`config.mk`:
```
export PLATFORM = sky130hd
export DESIGN_NAME = id_ex_stage
export DESIGN_NICKNAME = d
export VERILOG_FILES = /design/src/rtl/id_ex_stage.sv
export SDC_FILE = /design/constraint.sdc
export NUM_CORES = 1
export LEC_CHECK = 0
export ABC_AREA = 1
export CORE_AREA = 2 2 165 167
export CTS_BUF_LIST = sky130_fd_sc_hd__clkbuf_16
export CTS_CLUSTER_DIAMETER = 200
export DETAILED_ROUTE_END_ITERATION = 10
export DIE_AREA = 0 0 167 169
export SLEW_MARGIN = 20
export SYNTH_ARGS = -nofsm -noshare
export SYNTH_HDL_FRONTEND = slang
export SYNTH_SLANG_ARGS = --single-unit
export TNS_END_PERCENT = 1
```
`constraint.sdc`:
```
create_clock -name CLK -period 1.65 [get_ports CLK]
set_clock_uncertainty 0.1 [all_clocks]
set_input_delay 0.33 -clock CLK [delete_from_list [all_inputs] [get_ports CLK]]
set_output_delay 0.33 -clock CLK [all_outputs]
set_load 0.1 [all_outputs]
```
`src/rtl/id_ex_stage.sv`:
```
// ID/EX pipeline register for the 5-stage RV32I core: load-use stall/bubble,
// EX flush handling, EX operand forwarding selects and saturating hazard counters.
module id_ex_stage #(
    parameter int unsigned XLEN  = 32,
    parameter int unsigned CNT_W = 16
) (
    input  logic             CLK,
    input  logic             RST,
    input  logic             ID_Valid,
    input  logic [4:0]       ID_Rs1,
    input  logic [4:0]       ID_Rs2,
    input  logic [4:0]       ID_Rd,
    input  logic [XLEN-1:0]  ID_RD1,
    input  logic [XLEN-1:0]  ID_RD2,
    input  logic [XLEN-1:0]  ID_ImmExt,
    input  logic [XLEN-1:0]  ID_PC,
    input  logic [XLEN-1:0]  ID_PCPlus4,
    input  logic             ID_RegWrite,
    input  logic             ID_MemWrite,
    input  logic             ID_Branch,
    input  logic             ID_Jump,
    input  logic             ID_ALUSrc,
    input  logic [1:0]       ID_ResultSrc,
    input  logic [2:0]       ID_ALUControl,
    input  logic             EX_Flush,
    input  logic [4:0]       MEM_Rd,
    input  logic [4:0]       WB_Rd,
    input  logic             MEM_RegWrite,
    input  logic             WB_RegWrite,
    output logic             EX_Valid,
    output logic [4:0]       EX_Rs1,
    output logic [4:0]       EX_Rs2,
    output logic [4:0]       EX_Rd,
    output logic [XLEN-1:0]  EX_RD1,
    output logic [XLEN-1:0]  EX_RD2,
    output logic [XLEN-1:0]  EX_ImmExt,
    output logic [XLEN-1:0]  EX_PC,
    output logic [XLEN-1:0]  EX_PCPlus4,
    output logic             EX_RegWrite,
    output logic             EX_MemWrite,
    output logic             EX_Branch,
    output logic             EX_Jump,
    output logic             EX_ALUSrc,
    output logic [1:0]       EX_ResultSrc,
    output logic [2:0]       EX_ALUControl,
    output logic             Stall_F,
    output logic             Stall_D,
    output logic [1:0]       ForwardA,
    output logic [1:0]       ForwardB,
    output logic [CNT_W-1:0] Bubble_Count,
    output logic [CNT_W-1:0] Flush_Count
);

    logic hz;
    logic load_bubble;

    assign hz = EX_Valid && EX_RegWrite && (EX_ResultSrc == 2'b01) && (EX_Rd != '0)
                && ID_Valid && ((EX_Rd == ID_Rs1) || (EX_Rd == ID_Rs2));

    // A flush discards the stalled consumer anyway, so it overrides the stall.
    assign Stall_F     = hz && !EX_Flush;
    assign Stall_D     = hz && !EX_Flush;
    assign load_bubble = RST || EX_Flush || hz;

    always_ff @(posedge CLK) begin
        if (load_bubble) begin
            EX_Valid      <= 1'b0;
            EX_Rs1        <= '0;
            EX_Rs2        <= '0;
            EX_Rd         <= '0;
            EX_RD1        <= '0;
            EX_RD2        <= '0;
            EX_ImmExt     <= '0;
            EX_PC         <= '0;
            EX_PCPlus4    <= '0;
            EX_RegWrite   <= 1'b0;
            EX_MemWrite   <= 1'b0;
            EX_Branch     <= 1'b0;
            EX_Jump       <= 1'b0;
            EX_ALUSrc     <= 1'b0;
            EX_ResultSrc  <= '0;
            EX_ALUControl <= '0;
        end else begin
            EX_Valid      <= ID_Valid;
            EX_Rs1        <= ID_Rs1;
            EX_Rs2        <= ID_Rs2;
            EX_Rd         <= ID_Rd;
            EX_RD1        <= ID_RD1;
            EX_RD2        <= ID_RD2;
            EX_ImmExt     <= ID_ImmExt;
            EX_PC         <= ID_PC;
            EX_PCPlus4    <= ID_PCPlus4;
            EX_RegWrite   <= ID_RegWrite;
            EX_MemWrite   <= ID_MemWrite;
            EX_Branch     <= ID_Branch;
            EX_Jump       <= ID_Jump;
            EX_ALUSrc     <= ID_ALUSrc;
            EX_ResultSrc  <= ID_ResultSrc;
            EX_ALUControl <= ID_ALUControl;
        end
    end

    always_ff @(posedge CLK) begin
        if (RST) begin
            Bubble_Count <= '0;
            Flush_Count  <= '0;
        end else if (EX_Flush) begin
            if (Flush_Count != '1)
                Flush_Count <= Flush_Count + CNT_W'(1);
        end else if (hz) begin
            if (Bubble_Count != '1)
                Bubble_Count <= Bubble_Count + CNT_W'(1);
        end
    end

    function automatic logic [1:0] fwd_sel(input logic [4:0] rs);
        logic [1:0] sel;
        sel = 2'b00;
        if (MEM_RegWrite && (MEM_Rd != '0) && (MEM_Rd == rs))
            sel = 2'b10;
        else if (WB_RegWrite && (WB_Rd != '0) && (WB_Rd == rs))
            sel = 2'b01;
        return sel;
    endfunction

    always_comb begin
        ForwardA = 2'b00;
        ForwardB = 2'b00;
        if (EX_Valid) begin
            ForwardA = fwd_sel(EX_Rs1);
            ForwardB = fwd_sel(EX_Rs2);
        end
    end

endmodule

```
* Word-level counts from Yosys, hierarchy flattened
Cells that the tools add are included.
Storage, ports and cells: flip-flop bits (word level) 218, input port bits 201, output and inout port bits 224, word-level logic and storage cells 57
Operators by class: add/sub/neg operators 2, equality and inequality tests 9, muxes and demuxes 6, bitwise logic cells 1, reduce and logical (&&, ||, !) cells 21
Operators by type and width (count):
- 16-bit by 1-bit adder with 16-bit output (second input constant) | 2
- 16-bit inequality test (second input constant) | 2
- 5-bit equality test | 6
- 5-bit nonzero test | 3
- 1-bit logical AND | 12
- 2-bit 2-to-1 mux | 4
- 1-bit logical OR | 3
- 3-bit AND reduction | 1
- 2-bit by 1-bit equality test with 1-bit output (second input constant) | 1
- 1-bit 2-to-1 mux | 2
- 2-bit AND reduction | 1
- 1-bit logical NOT | 1
- 1-bit inverter | 1

* Logic depth before layout (Yosys ltp)
Gate-level depths: netlist of the first run.
depth after elaboration 6, depth in mapped cells 11, mapped depth without buffers 11

* Worst setup path before layout of the first run
No wires, ideal clock.
path kind reg-to-output, start point register EX_Rs2[3], end point output port ForwardB[0], arrival time 3.552 ns, data required time 1.220 ns, path slack -2.332 ns, stages on the path, launching flop included 5, buffers on the path 0, cells stage by stage dfxtp_1 > xor2_1 > nor4_1 > nand3_1 > nor3_1
Between the ends: word-level cells in the longest chain between the ends 5, elaborated cells between the ends (all ways) 7, those cells by class eq/ne: 2; mux: 3; reduce/logical: 2
RTL lines:
- start, declared | RTL line 32 | output logic [4:0] EX_Rs2,
- start signal, assigned | RTL line 86 | EX_Rs2 <= ID_Rs2;
- 5-bit equality test | RTL line 121 | else if (WB_RegWrite && (WB_Rd != '0) && (WB_Rd == rs))
- 1-bit logical AND | RTL line 121
- 1-bit 2-to-1 mux | RTL line 121
- 2-bit 2-to-1 mux * | RTL line 119 | if (MEM_RegWrite && (MEM_Rd != '0) && (MEM_Rd == rs))
- 2-bit 2-to-1 mux * | RTL line 129 | if (EX_Valid) begin
- end, declared | RTL line 49 | output logic [1:0] ForwardB,
Every way passes the cells marked *; elsewhere a longest branch is shown, timed or not.

* Worst setup path in the final report of the first run
start point register EX_Rs1[1], end point output port ForwardA[0]
Between the ends: word-level cells in the longest chain between the ends 5, elaborated cells between the ends (all ways) 7, those cells by class eq/ne: 2; mux: 3; reduce/logical: 2
RTL lines:
- start, declared | RTL line 31 | output logic [4:0] EX_Rs1,
- start signal, assigned | RTL line 85 | EX_Rs1 <= ID_Rs1;
- 5-bit equality test | RTL line 121
- 1-bit logical AND | RTL line 121
- 1-bit 2-to-1 mux | RTL line 121
- 2-bit 2-to-1 mux * | RTL line 119
- 2-bit 2-to-1 mux * | RTL line 129
- end, declared | RTL line 48 | output logic [1:0] ForwardA,
Marks and branches as above.

==> results of run 1 <==
worst register-to-register path: stages, from the launching register on:
cell and delay [ns]:
sky130_fd_sc_hd__dfxtp_4 0.38, sky130_fd_sc_hd__nand2_2 0.05, sky130_fd_sc_hd__clkinv_1 0.05, sky130_fd_sc_hd__nor2_2 0.03, sky130_fd_sc_hd__nor2_2 0.15, sky130_fd_sc_hd__nand3_2 0.09
sky130_fd_sc_hd__nand2_2 0.12, sky130_fd_sc_hd__buf_6 0.11, sky130_fd_sc_hd__nand2_2 0.05, sky130_fd_sc_hd__nand3_4 0.17, sky130_fd_sc_hd__buf_12 0.26, sky130_fd_sc_hd__nor2_1 0.10
what timing repair did:
item | 4_1_cts | 5_1_grt
pin swaps | 16 | 5
setup endpoints to repair | 216 | 237
cloned | 0 | 0
setup buffers | 2 | 1
gates resized for setup | 48 | 36
cells by family (layout without fill, tap and decap cells):
logic type | Yosys count | after routing | synth area share [%]
AOI/OAI and AO/OA | 34 | 34 | 2.38
xor gates and xnor gates | 23 | 23 | 2.70
adders and majority gates | 2 | 2 | 0.335
buffers and inverters | 253 | 788 | 14.2
DFF | 218 | 218 | 58.5
and+or+nand+nor | 407 | 407 | 21.9
power breakdown:
group / total, mW / internal [mW] / switching (mW)
Combinational: 3.16 / 1.31 / 1.84
Clock: 5.58 / 3.35 / 2.23
Sequential: 5.60 / 5.44 / 0.160
Total: 14.3 / 10.1 / 4.23
registers in the layout (all words and copies together) (netlist names):
name / flops
EX_RD1: 32
EX_ResultSrc: 2
EX_Rd: 5
EX_ImmExt: 32
Bubble_Count: 16
EX_Branch: 1
Flush_Count: 16
EX_Rs1: 5
EX_MemWrite: 1
EX_Jump: 1
EX_RegWrite: 1
EX_RD2: 32
EX_PCPlus4: 32
EX_Rs2: 5
EX_Valid: 1
EX_PC: 32
EX_ALUControl: 3
EX_ALUSrc: 1
final timing paths:
| kind | depth (start not counted) | endpoint | startpoint |
|---|---|---|---|
| max | 6 | ForwardA[0] | EX_Rs1[1] |
| min reg2reg | 2 | Flush_Count[5] | Flush_Count[5] |
| min | 3 | EX_RegWrite | ID_RegWrite |
| max reg2reg | 11 | EX_ImmExt[29] | EX_Rd[0] |
placed cells by master (no fill, tap or decap), types with 6 or more instances in the layout:
cell and instances:
sky130_fd_sc_hd__clkdlybuf4s50_1 199, sky130_fd_sc_hd__a21oi_1 14, sky130_fd_sc_hd__buf_6 15, sky130_fd_sc_hd__dfxtp_2 17, sky130_fd_sc_hd__xnor2_1 7, sky130_fd_sc_hd__clkinv_1 9, sky130_fd_sc_hd__xor2_1 13, sky130_fd_sc_hd__nor2_2 28
sky130_fd_sc_hd__nor2_1 231, sky130_fd_sc_hd__nand3_1 14, sky130_fd_sc_hd__nand4_1 10, sky130_fd_sc_hd__o21ai_0 13, sky130_fd_sc_hd__nor3_1 8, sky130_fd_sc_hd__nand2_1 92, sky130_fd_sc_hd__clkbuf_16 28, sky130_fd_sc_hd__buf_12 229
sky130_fd_sc_hd__inv_1 222, sky130_fd_sc_hd__dfxtp_1 186, sky130_fd_sc_hd__dfxtp_4 15, sky130_fd_sc_hd__nand2_2 6, sky130_fd_sc_hd__buf_4 69
per-stage QoR:
step | instances | hold WS, ns | total power, mW
floorplan | 937 | 0.292 | 7.31
detailed placement | 1764 | 0.406 | 8.85
global placement | 1764 | 0.394 | 8.82
CTS | 1812 | 0.196 | 14.5
finish | 1813 | 0.222 | 14.3
global route | 1813 | 0.209 | 14.8
per-layer routing:
layer,GRT usage (%),share of wire (%),routed length [um]
met2,33.5,53,13600
met3,6.06,8.7,2240
met1,17.9,35,9050
met4,6.48,3.7,957
met5,0,0,0
area by class of cell:
type	count	area (um2)
clock buffers	28	701
clock inverters	18	139
fillers	2169	10400
inverters	229	863
multi-input cells	466	2260
flip-flops and latches	218	4440
well taps	341	427
repair buffers	513	7270
==> impl_results.md, run 1 <==
* Run status: finished with violations
* Violations in the final reports: setup timing
* Mean post-synth cell area at roughly 8.0 um2
* CTS clk-pin slew, worst paths at 0.06 ns
* Share of cells above drive strength 1 at 30.1%
* Critical path start-end classification: reg2out
* Kind of cell adding the most delay to the critical path: simple AND/OR/NAND/NOR gates
* Setup TNS Final at -21.48 ns
* Number of max-cap violations at 0
* Share of synthesized registers carrying an async set or reset at 0%
* Synth area leaders: sky130_fd_sc_hd__dfxtp_1 (58%), sky130_fd_sc_hd__nor2_1 (13%), sky130_fd_sc_hd__inv_1 (11%), sky130_fd_sc_hd__nand2_1 (4.8%), sky130_fd_sc_hd__xor2_1 (1.6%)
* GR Util All Layers at 17.7%
* Total Nets Final at between 1.5k and 2k
* Initial antenna violation count at 0
* Slew Limit Headroom at between 70% and 80%
* Die outline height at 169 um
* Standby leakage power at 7.34 nW
* I/O pin count at 425
* Signal arrival time at the worst endpoint at about 1.8 ns
* CP startpoint kind: register
* Insertion delay to the later sink of the worst-skew pair at around 0.52 ns
* Cell types with the highest counts after synthesis: sky130_fd_sc_hd__nor2_1 (262), sky130_fd_sc_hd__inv_1 (225), sky130_fd_sc_hd__dfxtp_1 (218)
* Synthesized netlist cell count at about 940
* Final critical-path setup slack at -0.604 ns
* Setup slack of the most critical reg-to-reg path at -0.15 ns
* Synth Register Bits at ~220
* Total nets after synthesis at 1140
* Half-perimeter wire length after detailed placement at between 20000 and 25000 um
* Pin count of the biggest net entering global routing at 50
* Max Fclk at between 400 and 500 MHz
* Synth area leader: sky130_fd_sc_hd__dfxtp_1
* CP Cell Sequence: xnor2_2 > nand2_1 > nor4_2 > nand2_1 > and3_4 > buf_12
* Number of buffers inserted for hold repair after clock tree synthesis at 0
* Slew Viols, Final at 0
* Clk sinks at ~220
* Layout Area Growth over Synthesis at 116%
* Post-Place Setup Slack at -0.686 ns
* Share of the core filled with cells in the final layout at 60.8%
* Wire length of the first global-routing pass at approximately 40000 um
* Tightest Hold Check Type: in2reg
* Clock root buffer: sky130_fd_sc_hd__clkbuf_16
* Final Hold Violating Endpoints at 0
* Average vias per placed instance at 4.09
* DR vias at ~7.4k
* Most frequent cell on the critical path: sky130_fd_sc_hd__nand2_1
* Vias in the first global route at roughly 7.5k
* Synthesis warning total at 0
* Post-route cell area at roughly 16000 um2
* Starting density of the core at approximately 28%
* Cell area after synthesis at between 7000 and 8000 um2
* Number of distinct library cell variants in the gate-level netlist after synthesis at 28
* Critical Path Max Stage Delay at 0.36 ns
* Average wire per cell in the routed design at approximately 14 um
* Post-synthesis sequential area ratio at approximately 60%
* Crit path max fanout at 2
* Routability cong. at approximately 0.9
* Clock tree from TritonCTS: built
* Worst supply voltage drop on vdd at just under 0.8 mV
* Total power density per cell area at slightly below 900 nW/um2
* Horizontal extent of the die at 167 um
* Number of optimization iterations in the first detailed-route pass at 4
* Main flop type after synthesis: sky130_fd_sc_hd__dfxtp_1
* Instance area after placement at between 10000 and 15000 um2
* Most used standard cell by instance count after synthesis: sky130_fd_sc_hd__nor2_1
* Number of buffers on the longest clock path at 3
* Slowest cell on crit path: sky130_fd_sc_hd__dfxtp_2
* Tightest Pin Transition at between 0.3 and 0.4 ns
* Count of flip-flops with a built-in enable after synthesis at 0
* Number of H-tree levels at 1
* Total wire length at ~26000 um
* Placeable core region at ~27000 um2
* Critical path buffers and inverters at 1
* DR iter-0 viols at around 240
* Number of setup violations in the final report at around 210
* Total global routing overflow at 0
* Kind of end point of the critical path: output pin
* Data required time of the worst path at around 1.2 ns
* Site Rows at 60
* Clock buffer count from CTS at 26
* Share of the clock period used by the worst path at 137%
* DIE AREA at between 20000 and 30000 um2
* Yosys top cell area share at roughly three fifths
* Antenna viol nets, final at 0
* Post-route DRC violation count at 0
* Setup repair after global routing missed its margin: yes
* Ant diodes at 0
* Port Buf Inserts at between 400 and 500
* Min Tclk post-route at 2.25 ns
No activity file was read; power rests on OpenSTA's default activity.
==> inputs of run 2 (changes only) <==
--- a/config.mk
+++ b/config.mk
@@ -6,11 +6,14 @@
 export NUM_CORES = 1
 export LEC_CHECK = 0
 export ABC_AREA = 1
+export CAP_MARGIN = 20
 export CORE_AREA = 2 2 165 167
 export CTS_BUF_LIST = sky130_fd_sc_hd__clkbuf_16
 export CTS_CLUSTER_DIAMETER = 200
 export DETAILED_ROUTE_END_ITERATION = 10
 export DIE_AREA = 0 0 167 169
+export GPL_TIMING_DRIVEN = 0
+export SKIP_CTS_REPAIR_TIMING = 1
 export SLEW_MARGIN = 20
 export SYNTH_ARGS = -nofsm -noshare
 export SYNTH_HDL_FRONTEND = slang
==> run 2 against run 1 <==
Effect of this change: the run still ends with setup timing left; clock-buffer cell count stayed put; combinational power is 17% lower; global-route usage is 1.1 points lower; sequential cell count stayed put; clock power is 5.0% lower; sequential share of layout area is 6.7 points higher; highest routed layer unchanged.
==> impl_results.md, run 2 (synthesis gave the netlist of run 1 again) <==
* Starting density of the core at 28.2% (unchanged)
* Antenna viol nets, final at 0 (unchanged)
* Number of optimization iterations in the first detailed-route pass at 4 (unchanged)
* Total power density per cell area at 1030 nW/um2 (was 891 nW/um2)
* Number of max-cap violations at 0 (unchanged)
* Signal arrival time at the worst endpoint at 1.91 ns (was 1.82 ns)
* Total Nets Final at 1600 (was 1657)
* Max Fclk at 427 MHz (was 444 MHz)
* Launch instance of the worst min-delay path: ID_Rd[0] (was ID_RegWrite)
* Worst supply voltage drop on vdd at 0.656 mV (was 0.786 mV)
* Worst reg2reg startpoint: EX_Rd[2] (was EX_Rd[0])
* Slowest cell on crit path: sky130_fd_sc_hd__dfxtp_4 (was sky130_fd_sc_hd__dfxtp_2)
* Site Rows at 60 (unchanged)
* Vias in the first global route at 6805 (was 7543)
* Crit path max fanout at 6 (was 2)
* CP startpoint kind: register (unchanged)
* I/O pin count at 425 (unchanged)
* Met2 usage at 30.7% (was 33.5%)
* GR Util met1 at 18.3% (was 17.9%)
* CTS clk-pin slew, worst paths at 0.06 ns (about the same)
* Post-route DRC violation count at 0 (unchanged)
* Number of cells in the design after placement at 1702 (was 1764)
* Insertion delay to the later sink of the worst-skew pair at 0.51 ns (was 0.52 ns)
* DIE AREA at 28200 um2 (unchanged)
* DR iter-0 viols at 228 (was 242)
* Gate power share at 19.5% (was 22.0%)
* Tightest Pin Transition at 0.997 ns (was 0.364 ns)
* Critical path buffers and inverters at 4 (was 1)
* Standby leakage power at 6.38 nW (was 7.34 nW)
* CP Cell Sequence: inv_1 > nand2_1 > nand2_1 > nor2_2 > nand3_2 > nand2_4 > nand3_4 > clkinvlp_4 > buf_12 > buf_16 (was xnor2_2 > nand2_1 > nor4_2 > nand2_1 > and3_4 > buf_12)
* Share of cells above drive strength 1 at 25.8% (was 30.1%)
* Post-route cell area at 13000 um2 (was 16100 um2)
* Horizontal extent of the die at 167 um (unchanged)
* Average vias per placed instance at 3.97 (was 4.09)
* Clock tree from TritonCTS: built (unchanged)
* Die outline height at 169 um (unchanged)
* Port Buf Inserts at 424 (unchanged)
* Half-perimeter wire length after detailed placement at 19400 um (was 20600 um)
* Total wire length at 24600 um (was 25900 um)
* Initial antenna violation count at 0 (unchanged)
* Number of buffers on the longest clock path at 3 (unchanged)
* Slew Viols, Final at 0 (unchanged)
* Share of the clock period used by the worst path at 142% (was 137%)
* DR vias at 6972 (was 7411)
* Slew Limit Headroom at 33.5% (was 75.5%)
* Violations in the final reports: setup timing (unchanged)
* Instance area after placement at 12200 um2 (was 15000 um2)
* Data required time of the worst path at 1.22 ns (about the same)
* Final Non-Filler Cells at 1754 (was 1813)
* Run status: finished with violations (unchanged)
* Min Tclk post-route at 2.34 ns (was 2.25 ns)
* Clock network fraction of total power at 39.5% (was 38.9%)
* Leading cell types in the layout, fill and taps excluded: sky130_fd_sc_hd__nor2_1 (252), sky130_fd_sc_hd__inv_1 (226), sky130_fd_sc_hd__clkdlybuf4s50_1 (195), sky130_fd_sc_hd__dfxtp_1 (181), sky130_fd_sc_hd__clkbuf_4 (160) (was sky130_fd_sc_hd__nor2_1 (231), sky130_fd_sc_hd__buf_12 (229), sky130_fd_sc_hd__inv_1 (222), sky130_fd_sc_hd__clkdlybuf4s50_1 (199), sky130_fd_sc_hd__dfxtp_1 (186))
* Final hold slack at 0.228 ns (was 0.222 ns)
* Most frequent cell on the critical path: sky130_fd_sc_hd__nand2_1 (unchanged)
* Kind of cell adding the most delay to the critical path: simple AND/OR/NAND/NOR gates (unchanged)
* Number of setup violations in the final report at 226 (was 208)
* Met3 GRT Util at 5.26% (was 6.06%)
* Power, Total at 13.4 mW (was 14.3 mW)
* GR Util All Layers at 16.6% (was 17.7%)
* Clock root buffer: sky130_fd_sc_hd__clkbuf_16 (unchanged)
* Critical Path Max Stage Delay at 0.38 ns (was 0.36 ns)
* Ant diodes at 0 (unchanged)
* Clock buffer count from CTS at 25 (was 26)
* Setup TNS Final at -47.62 ns (was -21.48 ns)
* Kind of end point of the critical path: output pin (unchanged)
* Layout Area Growth over Synthesis at 74.1% (was 116%)
* Highest-utilization routing layer at the global route stage: met2 (unchanged)
* Switching share of total power at 30.0% (was 29.5%)
* Total global routing overflow at 0 (unchanged)
* Pin count of the biggest net entering global routing at 13 (was 50)
* Wire length of the first global-routing pass at 37200 um (was 39800 um)
* Number of H-tree levels at 1 (unchanged)
* Final Hold Violating Endpoints at 0 (unchanged)
* Startpoint of the most critical setup path: EX_Rd[0] (was EX_Rs1[1])
* Placeable core region at 26500 um2 (unchanged)
* Final critical-path setup slack at -0.691 ns (was -0.604 ns)
* Clk sinks at 218 (unchanged)
* Routability cong. at 0.877 (was 0.879)
* Internal power contribution at 9.40 mW (was 10.1 mW)
* Setup repair after global routing missed its margin: yes (unchanged)
* Average wire per cell in the routed design at 14.0 um (was 14.3 um)
* Commonest non-fill, non-tap cell in the layout: sky130_fd_sc_hd__nor2_1 (unchanged)
* Share of total power in sequential cells at 41.0% (was 39.1%)
* Critical path start-end classification: reg2out (unchanged)
* Sw Pwr at 4.02 mW (was 4.23 mW)
* Tightest Hold Check Type: in2reg (unchanged)
-- run 2: worst paths after layout --
kind	slack, ns	cells past startpoint	endpoint
setup reg to reg	-0.35	9	EX_PC[16]
setup / recovery	-0.69	10	Stall_F
hold / removal	0.23	3	EX_Rd[0]
hold reg to reg	0.39	2	Flush_Count[15]
-- run 2: final cells by class --
class | count | area [um2]
Multi-Input combinational cell | 466 | 2190
Inverter | 229 | 863
Tap cell | 341 | 427
Clock buffer | 28 | 701
Sequential cell | 218 | 4450
Fill cell | 2625 | 13500
Timing Repair Buffer | 433 | 4040
Buffer | 24 | 228
Clock inverter | 15 | 90.1
-- run 2: power by group through the flow --
stage               Sequential (mW)  Combinational (mW)  Clock, mW
floorplan                      6.97               0.341          0
detailed placement             5.63                2.66          0
CTS                            5.51                2.67       5.50
global placement               5.62                2.65          0
finish                         5.51                2.62       5.30
global route                   5.53                2.74       5.72
-- run 2: worst register-to-register path: stages (launching register included) --
cell and delay (ns):
sky130_fd_sc_hd__dfxtp_4 0.36, sky130_fd_sc_hd__nor3_2 0.25, sky130_fd_sc_hd__a21oi_4 0.12, sky130_fd_sc_hd__buf_4 0.15, sky130_fd_sc_hd__buf_4 0.12, sky130_fd_sc_hd__nand2_1 0.08
sky130_fd_sc_hd__nand3_2 0.17, sky130_fd_sc_hd__buf_12 0.22, sky130_fd_sc_hd__buf_6 0.14, sky130_fd_sc_hd__nor2_1 0.17
-- run 2: layer usage --
layer | share of wire [%] | wire [um] | vias to the layer above
met5 | 0 | 0 | -
met4 | 2.5 | 610 | 0
met3 | 8.6 | 2120 | 41
met2 | 51 | 12500 | 263
met1 | 38 | 9370 | 3041
li1 | - | - | 3627
-- run 2: per-stage QoR --
step | worst slack [ns] | utilization [%]
6_report | -0.691 | 49.0
4_1_cts | -1.90 | 49.2
2_1_floorplan | -0.634 | -
3_3_place_gp | -1.76 | 46.2
3_5_place_dp | -1.78 | 46.2
5_1_grt | -0.808 | 49.0
==> variant: new RTL, config.mk and constraints of run 1 <==
The parameter `CNT_W` goes from 16 to 32.
--- a/src/rtl/id_ex_stage.sv
+++ b/src/rtl/id_ex_stage.sv
@@ -2,7 +2,7 @@
 // EX flush handling, EX operand forwarding selects and saturating hazard counters.
 module id_ex_stage #(
     parameter int unsigned XLEN  = 32,
-    parameter int unsigned CNT_W = 16
+    parameter int unsigned CNT_W = 32
 ) (
     input  logic             CLK,
     input  logic             RST,
Ports: changed (resized Bubble_Count and Flush_Count); port bits go from 425 to 457. The function was not compared with the original's and may differ.
==> variant against run 1 <==
  * The flow still finishes with violations (negative setup slack)
  * Combinational power is 3% higher
  * Worst hold slack worse by 0.032 ns
  * Cell area is 23% higher
  * Sequential cell count is 32 higher
  * Total power is 8.6% higher
  * Core utilization is 14 points higher
  * Area after synthesis is 27% higher
  * Synthesized cell count is 39% higher
  * Worst setup slack worse by 0.11 ns
  * Wire length is 45% higher
  * Critical path type unchanged
  * Largest cell class unchanged
==> variant: results (changes against run 1) <==
Static Leakage=8.89 nW (was 7.34 nW); vias per cell=4.39 (was 4.09); worst setup margin=-0.710 ns (was -0.604 ns); CP Data Arrival Time=1.93 ns (was 1.82 ns); relative slew slack=76.0% (was 75.5%); GPL Wtd Cong=0.862 (was 0.879); TritonCTS buffer count=29 (was 26); initial antenna violation count=8 (was 0); Post-Syn Nets=1510 (was 1140); largest net degree at the start of global routing=51 (was 50); Switching Power=4.63 mW (was 4.23 mW); dpl cell area=18400 um^2 (was 15000 um^2); sequential share of the synthesized area=52.7% (was 58.5%); clk_lat worst skew=0.55 ns (was 0.52 ns); Distinct cells, synth=29 (was 28); Mapped Cells=1307 (was 937); share of layout cells above drive strength 1=32.6% (was 30.1%); CP Max Fanout=3 (was 2); Crit-path slowest cell=dfxtp_4 (was dfxtp_2); # port buffers=456 (was 424); placed cells=2236 (was 1764); failing checks=negative setup slack (unchanged); via count=10100 (was 7411); Detailed Route Iter0 Violations=573 (was 242); Setup-failing EPs final=256 (was 208); maximum vdd ir drop=860 uV (was 786 uV); Global Route Usage Sum=25.6% (was 17.7%); first-pass detailed-route iteration total=5 (was 4); post-DP HPWL=30100 um (was 20600 um); status=complete, but fails checks (unchanged); first-pass GRT wire length=55900 um (was 39800 um); vias in the first global route=9946 (was 7543); per-cell routed wire length=16.3 um (was 14.3 um); total negative slack=-39.50 ns (was -21.48 ns)
## variant: cell type report
class / instances / area (um^2)
multi-input cells: 782 / 3700
clock inverters: 22 / 126
inverters: 237 / 890
diodes: 8 / 20.0
flip-flops and latches: 250 / 5170
fillers: 1901 / 6640
repair buffers: 631 / 8780
clock buffers: 30 / 751
well taps: 341 / 427
## variant: cells by family (layout without fill, tap and decap cells)
| logic type | after synthesis | count (layout) | share of synthesized area (%) |
|---|---|---|---|
| AOI/OAI and AO/OA | 45 | 45 | 2.41 |
| xor gates and xnor gates | 30 | 30 | 2.77 |
| adders and majority gates | 2 | 2 | 0.263 |
| buffers and inverters | 275 | 920 | 11.6 |
| DFF | 250 | 250 | 52.7 |
| other | 0 | 8 | 0 |
| and+or+nand+nor | 705 | 705 | 30.3 |
## variant: worst register-to-register path, stage by stage (launching register included)
cell	delay (ns)
dfxtp_4	0.37
nor2_2	0.10
nor2_1	0.05
nor2_1	0.10
nand3_1	0.10
nand2_2	0.13
nand2_4	0.06
buf_4	0.13
buf_6	0.11
nand3_4	0.13
buf_12	0.25
nor2_1	0.10
## variant: final timing paths
check | startpoint | endpoint | depth (start not counted) | slack [ns]
worst min-delay path | ID_RD2[26] | EX_RD2[26]$_SDFF_PP0_ | 3 | 0.19
worst max register to register | EX_Rd[0]$_SDFF_PP0_ | EX_RD1[31]$_SDFF_PP0_ | 11 | -0.20
worst min register to register | Flush_Count[7]$_SDFFE_PP0P_ | Flush_Count[7]$_SDFFE_PP0P_ | 2 | 0.39
worst max-delay path | EX_Rs2[2]$_SDFF_PP0_ | ForwardB[0] | 5 | -0.71
## variant: power by group through the flow
stage | clock (mW) | combinational (mW) | sequential (mW)
after floorplan | 0 | 0.352 | 7.77
after global placement | 0 | 3.20 | 6.51
after detailed placement | 0 | 3.22 | 6.51
after CTS | 6.07 | 3.25 | 6.38
after global routing | 6.32 | 3.38 | 6.38
final | 5.96 | 3.25 | 6.36
## variant: stage by stage
| step | power [mW] | setup slack [ns] |
|---|---|---|
| CTS | 15.7 | -0.686 |
| detailed placement | 9.73 | -0.627 |
| finish | 15.6 | -0.710 |
| floorplan | 8.12 | -0.697 |
| global route | 16.1 | -0.835 |
| global placement | 9.71 | -0.603 |
## variant: layer usage
metal  track usage (%)  wire length (um)  vias up
li1                  -                 -     5125
met4              7.65               826        0
met3              11.0              3790       64
met1              27.4             13400     4578
met2              45.7             19400      339
met5                 0                 0        -
## variant: timing repair
| action | in CTS | in global routing |
|---|---|---|
| pin swaps | 23 | 21 |
| cloned | 0 | 0 |
| resized for setup | 89 | 103 |
| hold buffers | 0 | 0 |
| setup endpoints to repair | 296 | 311 |
| buffers inserted | 3 | 2 |
